--- src/rtl/fetch_pkg.sv ---
`default_nettype none
// ============================================================================
// Module      : fetch_pkg
// Description : Shared types and constants for the PC fetch unit.
// Revision    : 1.0 - initial release
// ============================================================================
package fetch_pkg;

    // Fetch sequencer state, encoded as explicit-width constants
    typedef logic [1:0] fetch_state_t;
    localparam fetch_state_t ST_BOOT = 2'd0;
    localparam fetch_state_t ST_RUN  = 2'd1;
    localparam fetch_state_t ST_HALT = 2'd2;

    // Recorded trap reason
    typedef enum logic [1:0] {
        CAUSE_NONE     = 2'b00,
        CAUSE_MISALIGN = 2'b01,
        CAUSE_RANGE    = 2'b10
    } fault_cause_t;

    // Default boot address and image base
    localparam logic [31:0] DEFAULT_RESET_VEC = 32'h8000_0000;

endpackage : fetch_pkg
`default_nettype wire

--- src/rtl/pc_range_check.sv ---
`default_nettype none
// ============================================================================
// Module      : pc_range_check
// Description : Combinational alignment and image-bounds check of an address.
// Revision    : 1.0 - initial release
// ============================================================================
module pc_range_check #(
    parameter int WIDTH = 32
) (
    input  logic [WIDTH-1:0] addr,
    input  logic [WIDTH-1:0] base,
    input  logic [WIDTH-1:0] depth,
    output logic             misaligned,
    output logic             out_of_range
);

    logic [WIDTH-1:0] word_index;

    // Word offset from the image base; wraps when addr < base, which the
    // explicit below-base term catches.
    assign word_index = (addr - base) >> 2;

    assign misaligned   = (addr[1:0] != 2'b00);
    assign out_of_range = (addr < base) || (word_index >= depth);

endmodule : pc_range_check
`default_nettype wire

--- src/rtl/pc_fetch_unit.sv ---
`default_nettype none
// ============================================================================
// Module      : pc_fetch_unit
// Description : Program counter sequencer: boot, advance, stall, redirect,
//               and sticky trapping of illegal fetch addresses.
// Revision    : 1.0 - initial release
// ============================================================================
module pc_fetch_unit
    import fetch_pkg::*;
#(
    parameter int               WIDTH      = 32,
    parameter logic [WIDTH-1:0] RESET_VEC  = WIDTH'(DEFAULT_RESET_VEC),
    parameter int               IMEM_DEPTH = 30
) (
    input  logic             clk,
    input  logic             rst,
    input  logic             stall,
    input  logic             redirect_valid,
    input  logic [WIDTH-1:0] redirect_target,
    output logic [WIDTH-1:0] count,
    output logic             fetch_valid,
    output logic [WIDTH-1:0] pc_plus4,
    output logic [31:0]      fetch_cnt,
    output logic             fault,
    output logic [WIDTH-1:0] fault_pc,
    output logic [1:0]       fault_cause
);

    localparam logic [WIDTH-1:0] DEPTH_W = WIDTH'(IMEM_DEPTH);

    fetch_state_t state;
    logic         tgt_misaligned;
    logic         tgt_out_of_range;
    logic         seq_misaligned;
    logic         seq_out_of_range;

    assign pc_plus4    = count + WIDTH'(4);
    assign fetch_valid = (state == ST_RUN);

    pc_range_check #(.WIDTH(WIDTH)) u_tgt_chk (
        .addr         (redirect_target),
        .base         (RESET_VEC),
        .depth        (DEPTH_W),
        .misaligned   (tgt_misaligned),
        .out_of_range (tgt_out_of_range)
    );

    pc_range_check #(.WIDTH(WIDTH)) u_seq_chk (
        .addr         (pc_plus4),
        .base         (RESET_VEC),
        .depth        (DEPTH_W),
        .misaligned   (seq_misaligned),
        .out_of_range (seq_out_of_range)
    );

    // FSM, PC register, fetch counter and sticky fault capture
    always_ff @(posedge clk) begin
        if (rst) begin
            state       <= ST_BOOT;
            count       <= RESET_VEC;
            fetch_cnt   <= 32'd0;
            fault       <= 1'b0;
            fault_pc    <= '0;
            fault_cause <= CAUSE_NONE;
        end else begin
            case (state)
                ST_BOOT: begin
                    state <= ST_RUN;
                end
                ST_RUN: begin
                    // Accepted fetch: counts even when a redirect or a
                    // trap is taken on the same edge.
                    if (!stall) begin
                        fetch_cnt <= fetch_cnt + 32'd1;
                    end
                    if (redirect_valid) begin
                        if (tgt_misaligned) begin
                            state       <= ST_HALT;
                            fault       <= 1'b1;
                            fault_pc    <= redirect_target;
                            fault_cause <= CAUSE_MISALIGN;
                        end else if (tgt_out_of_range) begin
                            state       <= ST_HALT;
                            fault       <= 1'b1;
                            fault_pc    <= redirect_target;
                            fault_cause <= CAUSE_RANGE;
                        end else begin
                            count <= redirect_target;
                        end
                    end else if (!stall) begin
                        // count is always aligned, so only the range trap
                        // can fire here in practice.
                        if (seq_misaligned) begin
                            state       <= ST_HALT;
                            fault       <= 1'b1;
                            fault_pc    <= pc_plus4;
                            fault_cause <= CAUSE_MISALIGN;
                        end else if (seq_out_of_range) begin
                            state       <= ST_HALT;
                            fault       <= 1'b1;
                            fault_pc    <= pc_plus4;
                            fault_cause <= CAUSE_RANGE;
                        end else begin
                            count <= pc_plus4;
                        end
                    end
                end
                default: begin
                    // HALT (and any unused encoding) holds until reset
                    state <= ST_HALT;
                end
            endcase
        end
    end

endmodule : pc_fetch_unit
`default_nettype wire

--- config.mk ---
export PLATFORM = sky130hd
export DESIGN_NAME = pc_fetch_unit
export DESIGN_NICKNAME = d
export VERILOG_FILES = /design/src/rtl/fetch_pkg.sv /design/src/rtl/pc_range_check.sv /design/src/rtl/pc_fetch_unit.sv
export SDC_FILE = /design/constraint.sdc
export NUM_CORES = 1
export LEC_CHECK = 0
export CORE_MARGIN = 3
export CORE_UTILIZATION = 30
export DETAILED_ROUTE_END_ITERATION = 8
export SLEW_MARGIN = 0
export SYNTH_ARGS = -nofsm -noshare
export SYNTH_HDL_FRONTEND = slang
export SYNTH_SLANG_ARGS = --single-unit
--- constraint.sdc ---
create_clock -name clk -period 3.4 [get_ports clk]
set_input_delay 0.34 -clock clk [delete_from_list [all_inputs] [get_ports clk]]
set_output_delay 0.34 -clock clk [all_outputs]
set_load 0.03 [all_outputs]
==> results of run 1 <==
## routing by layer
metal | share of wire (%) | GRT usage (%) | up-vias
li1 | - | - | 2501
met1 | 48 | 25.5 | 2358
met2 | 44 | 28.1 | 170
met3 | 5.5 | 4.23 | 24
met4 | 2.3 | 5.30 | 0
met5 | 0 | 0 | -
## sequential cells by signal, summed over array words and instances, names as in the netlist
name and flops:
count 32, fault 1, fault_cause 2, fault_pc 32, fetch_cnt 32, state 2
## power groups by stage
stage          Combinational [mW]  Clock [mW]  Sequential, mW
4_1_cts                     0.317        1.16            1.22
3_3_place_gp                0.316           0            1.25
3_5_place_dp                0.316           0            1.25
2_1_floorplan               0.138           0            1.28
6_report                    0.316        1.13            1.22
5_1_grt                     0.340        1.20            1.22
## synthesized netlist by cell type (17+ instances only)
| master | number | area, µm² |
|---|---|---|
| dfxtp_1 | 101 | 2020 |
| nor2_1 | 45 | 169 |
| nand2_1 | 42 | 158 |
| xor2_1 | 32 | 280 |
| nand3_1 | 30 | 150 |
| nand4_1 | 26 | 163 |
| a21oi_1 | 23 | 115 |
| clkbuf_1 | 21 | 78.8 |
| inv_1 | 20 | 75.1 |
| mux2i_1 | 20 | 200 |
| xnor2_1 | 19 | 166 |
| nor4_1 | 17 | 106 |
## path summary, 6_finish.rpt
path	start	endpoint	slack, ns
min	redirect_valid	fault_pc[0]$_SDFFE_PP0P_	0.47
max	count[3]$_SDFFE_PP0P_	pc_plus4[30]	0.14
min reg2reg	fault_pc[8]$_SDFFE_PP0P_	fault_pc[8]$_SDFFE_PP0P_	0.47
max reg2reg	count[3]$_SDFFE_PP0P_	state[0]$_SDFFE_PP0P_	0.20
## timing repair
item / 4_1_cts / 5_1_grt
setup endpoints to repair: 0 / 69
buffers inserted: 0 / 1
gates resized for setup: 0 / 5
## worst max-delay path, cell delays in order (launching register included)
cell and delay [ns]:
dfxtp_1 0.34, ha_1 0.27, nand4_2 0.25, nor4_4 0.42, nand2_1 0.17, xnor2_1 0.36
clkdlybuf4s50_1 0.76
## layout make-up
class	count	area, µm²	share of cell area (%)
multi-input cells	447	3010	39.8
well taps	225	282	3.72
repair buffers	191	1850	24.5
clock inverters	6	92.6	1.22
inverters	20	75.1	0.992
flip-flops and latches	101	2020	26.7
clock buffers	10	229	3.03
## cell usage in the layout, fill, tap and decap left out, types with 4 or more instances in the layout
master	synthesis	routed
xor2_1	32	31
a31o_1	7	7
o31ai_1	11	11
dfxtp_1	101	99
mux2i_1	20	20
and2_1	16	16
clkbuf_16	0	9
o21a_1	6	6
nor2_1	45	44
buf_4	6	23
inv_1	20	20
nor3b_1	4	4
nor3_1	16	16
o211ai_1	12	12
and3_1	11	11
nor2b_1	4	4
nand4_1	26	26
a311oi_1	4	4
o21ai_0	15	15
nand3_1	30	30
a21boi_1	5	5
xnor2_1	19	19
a21oi_1	23	23
or2_2	4	4
nor4_1	17	15
and2_4	13	13
clkdlybuf4s50_1	0	165
or3_1	9	9
and4_1	6	6
o21ai_1	10	10
nand2_1	42	42
## kinds of logic (layout without fill, tap and decap cells)
group,after synthesis,count (layout),synth area share (%)
compound gates,111,111,14.4
xor+xnor,51,51,8.38
buf+inv,65,227,5.94
simple gates,259,259,28.2
mux,23,23,4.39
fa+ha+maj,3,3,0.705
flops,101,101,38.0
==> results by group, run 1 <==
Drt
  • DR vias: ~5,100
  • Via density: 5.05
  • Final wirelength: around 18,000 µm
  • Remaining antenna violation count after routing: 0
  • Iteration-0 DRC Markers: 339
  • Drt wl/cell: 17.9 µm
  • Detailed Routing Iterations Pass 1: 5
  • DRC: 0

Placement
  • Routability Congestion: approximately 0.93
  • Port bufs: around 170
  • Area post-placement: 7220 µm²
  • Detailed Place HPWL: about 14,000 µm
  • Pre-CTS WS: around 0.15 ns
  • Placed cell count: between 900 and 1,000

Timing
  • Worst setup margin: 0.138 ns
  • Final hold vios: 0
  • Final Slew Violations: 0
  • Maximum clock frequency: between 300 and 400 MHz
  • Final hold slack: 0.474 ns
  • Setup violations, final: 0
  • Slew at the pin closest to its max-slew limit: slightly above 0.8 ns
  • RSZ-0062 raised after global routing: false
  • Slew HR: a little under half
  • Worst Skew: 0.0122 ns
  • Setup TNS: 0 ns
  • Period utilization: roughly 96%
  • Post-layout min period: 3.26 ns

CTS
  • CTS root buf: clkbuf_16
  • Longest Clk Path Bufs: 2
  • CTS tree: done
  • Worst-skew pair later-pin latency: roughly 0.35 ns
  • Hold-fix buffers at CTS: 0
  • CTS Buf Count: 9
  • H-tree levels: 3
  • Sink Count: 101
  • Clock slew at reported path FFs: 0.07 ns

Worst hold path
  • Worst hold stages: 3
  • Hold Path Class: primary input to register

Power
  • Clock share of power: 42.5%
  • Final Power: between 2 and 3 mW
  • Net Switching: between 0.6 and 0.7 mW
  • Max VDD drop: between 0.3 and 0.4 mV
  • PD cells: 353 nW/µm²
  • Switching Fraction: about a quarter
  • Internal: just under 2 mW
  • Register share of total power: about 46%
  • Static Leak: 2.81 nW
  • Combinational power share: a little under an eighth

Final layout
  • Post-route cell area: roughly 7600 µm²
  • Non-filler cells, final: approximately 1,000
  • Nets: 809
  • Antenna diode count: 0
  • Final design utilization: a little over two fifths
  • Fill cells: 1,736
  • Area added between synthesis and finish: 42.1%
  • Layout cell share with drive strength beyond 1: 10.3%

Die
  • Core Rows: 48
  • Horiz. Die Dim: between 100 and 150 µm
  • Die area: between 15,000 and 20,000 µm²
  • Core outline area: 17,400 µm²
  • Die height: between 100 and 150 µm
  • Top Ports: between 150 and 200
  • Effective utilization at floorplan: roughly 30%

Synthesis
  • Post-synthesis sequential area ratio: 38.0%
  • Post-synth top flop: dfxtp_1
  • Syn nets: between 600 and 700
  • Synth Instances: about 610
  • Post-synth cell types: 60
  • Fraction of registers with async set/reset: 0%
  • Seq cells post-synth: slightly above 100
  • Avg Cell Area, Syn: 8.69 µm²
  • Number of synthesized flops with an enable pin: 0
  • Post-synthesis cell area: about 5300 µm²
  • Warnings from Yosys: 0

Worst setup path
  • CP Data Required Time: 3.06 ns
  • Startpoint types: register
  • Setup crit end kind: output pin
  • R2r worst-path depth: 10
  • Crit-path max FO: 5
  • CP Class: register to output pin
  • Worst path arrival time: between 2 and 3 ns

Run
  • Maxcap violations: 0

Global route
  • Largest net degree at the start of global routing: 42
  • Total track usage: between 10% and 20%
  • Initial antenna violation count: 0
  • Number of global-route vias before repair: roughly 5,000
  • GR Overflow Total: 0
  • First-pass GRT wire length: 28,300 µm

Run status
  • Status: completed
Note: power is estimated with default switching activity, not from simulation.
==> run 2: changes to the inputs <==
- SLEW_MARGIN: 0 -> 20
==> results of run 2 <==
Same layout as run 1: the final DEF is identical, and so are final timing and power.
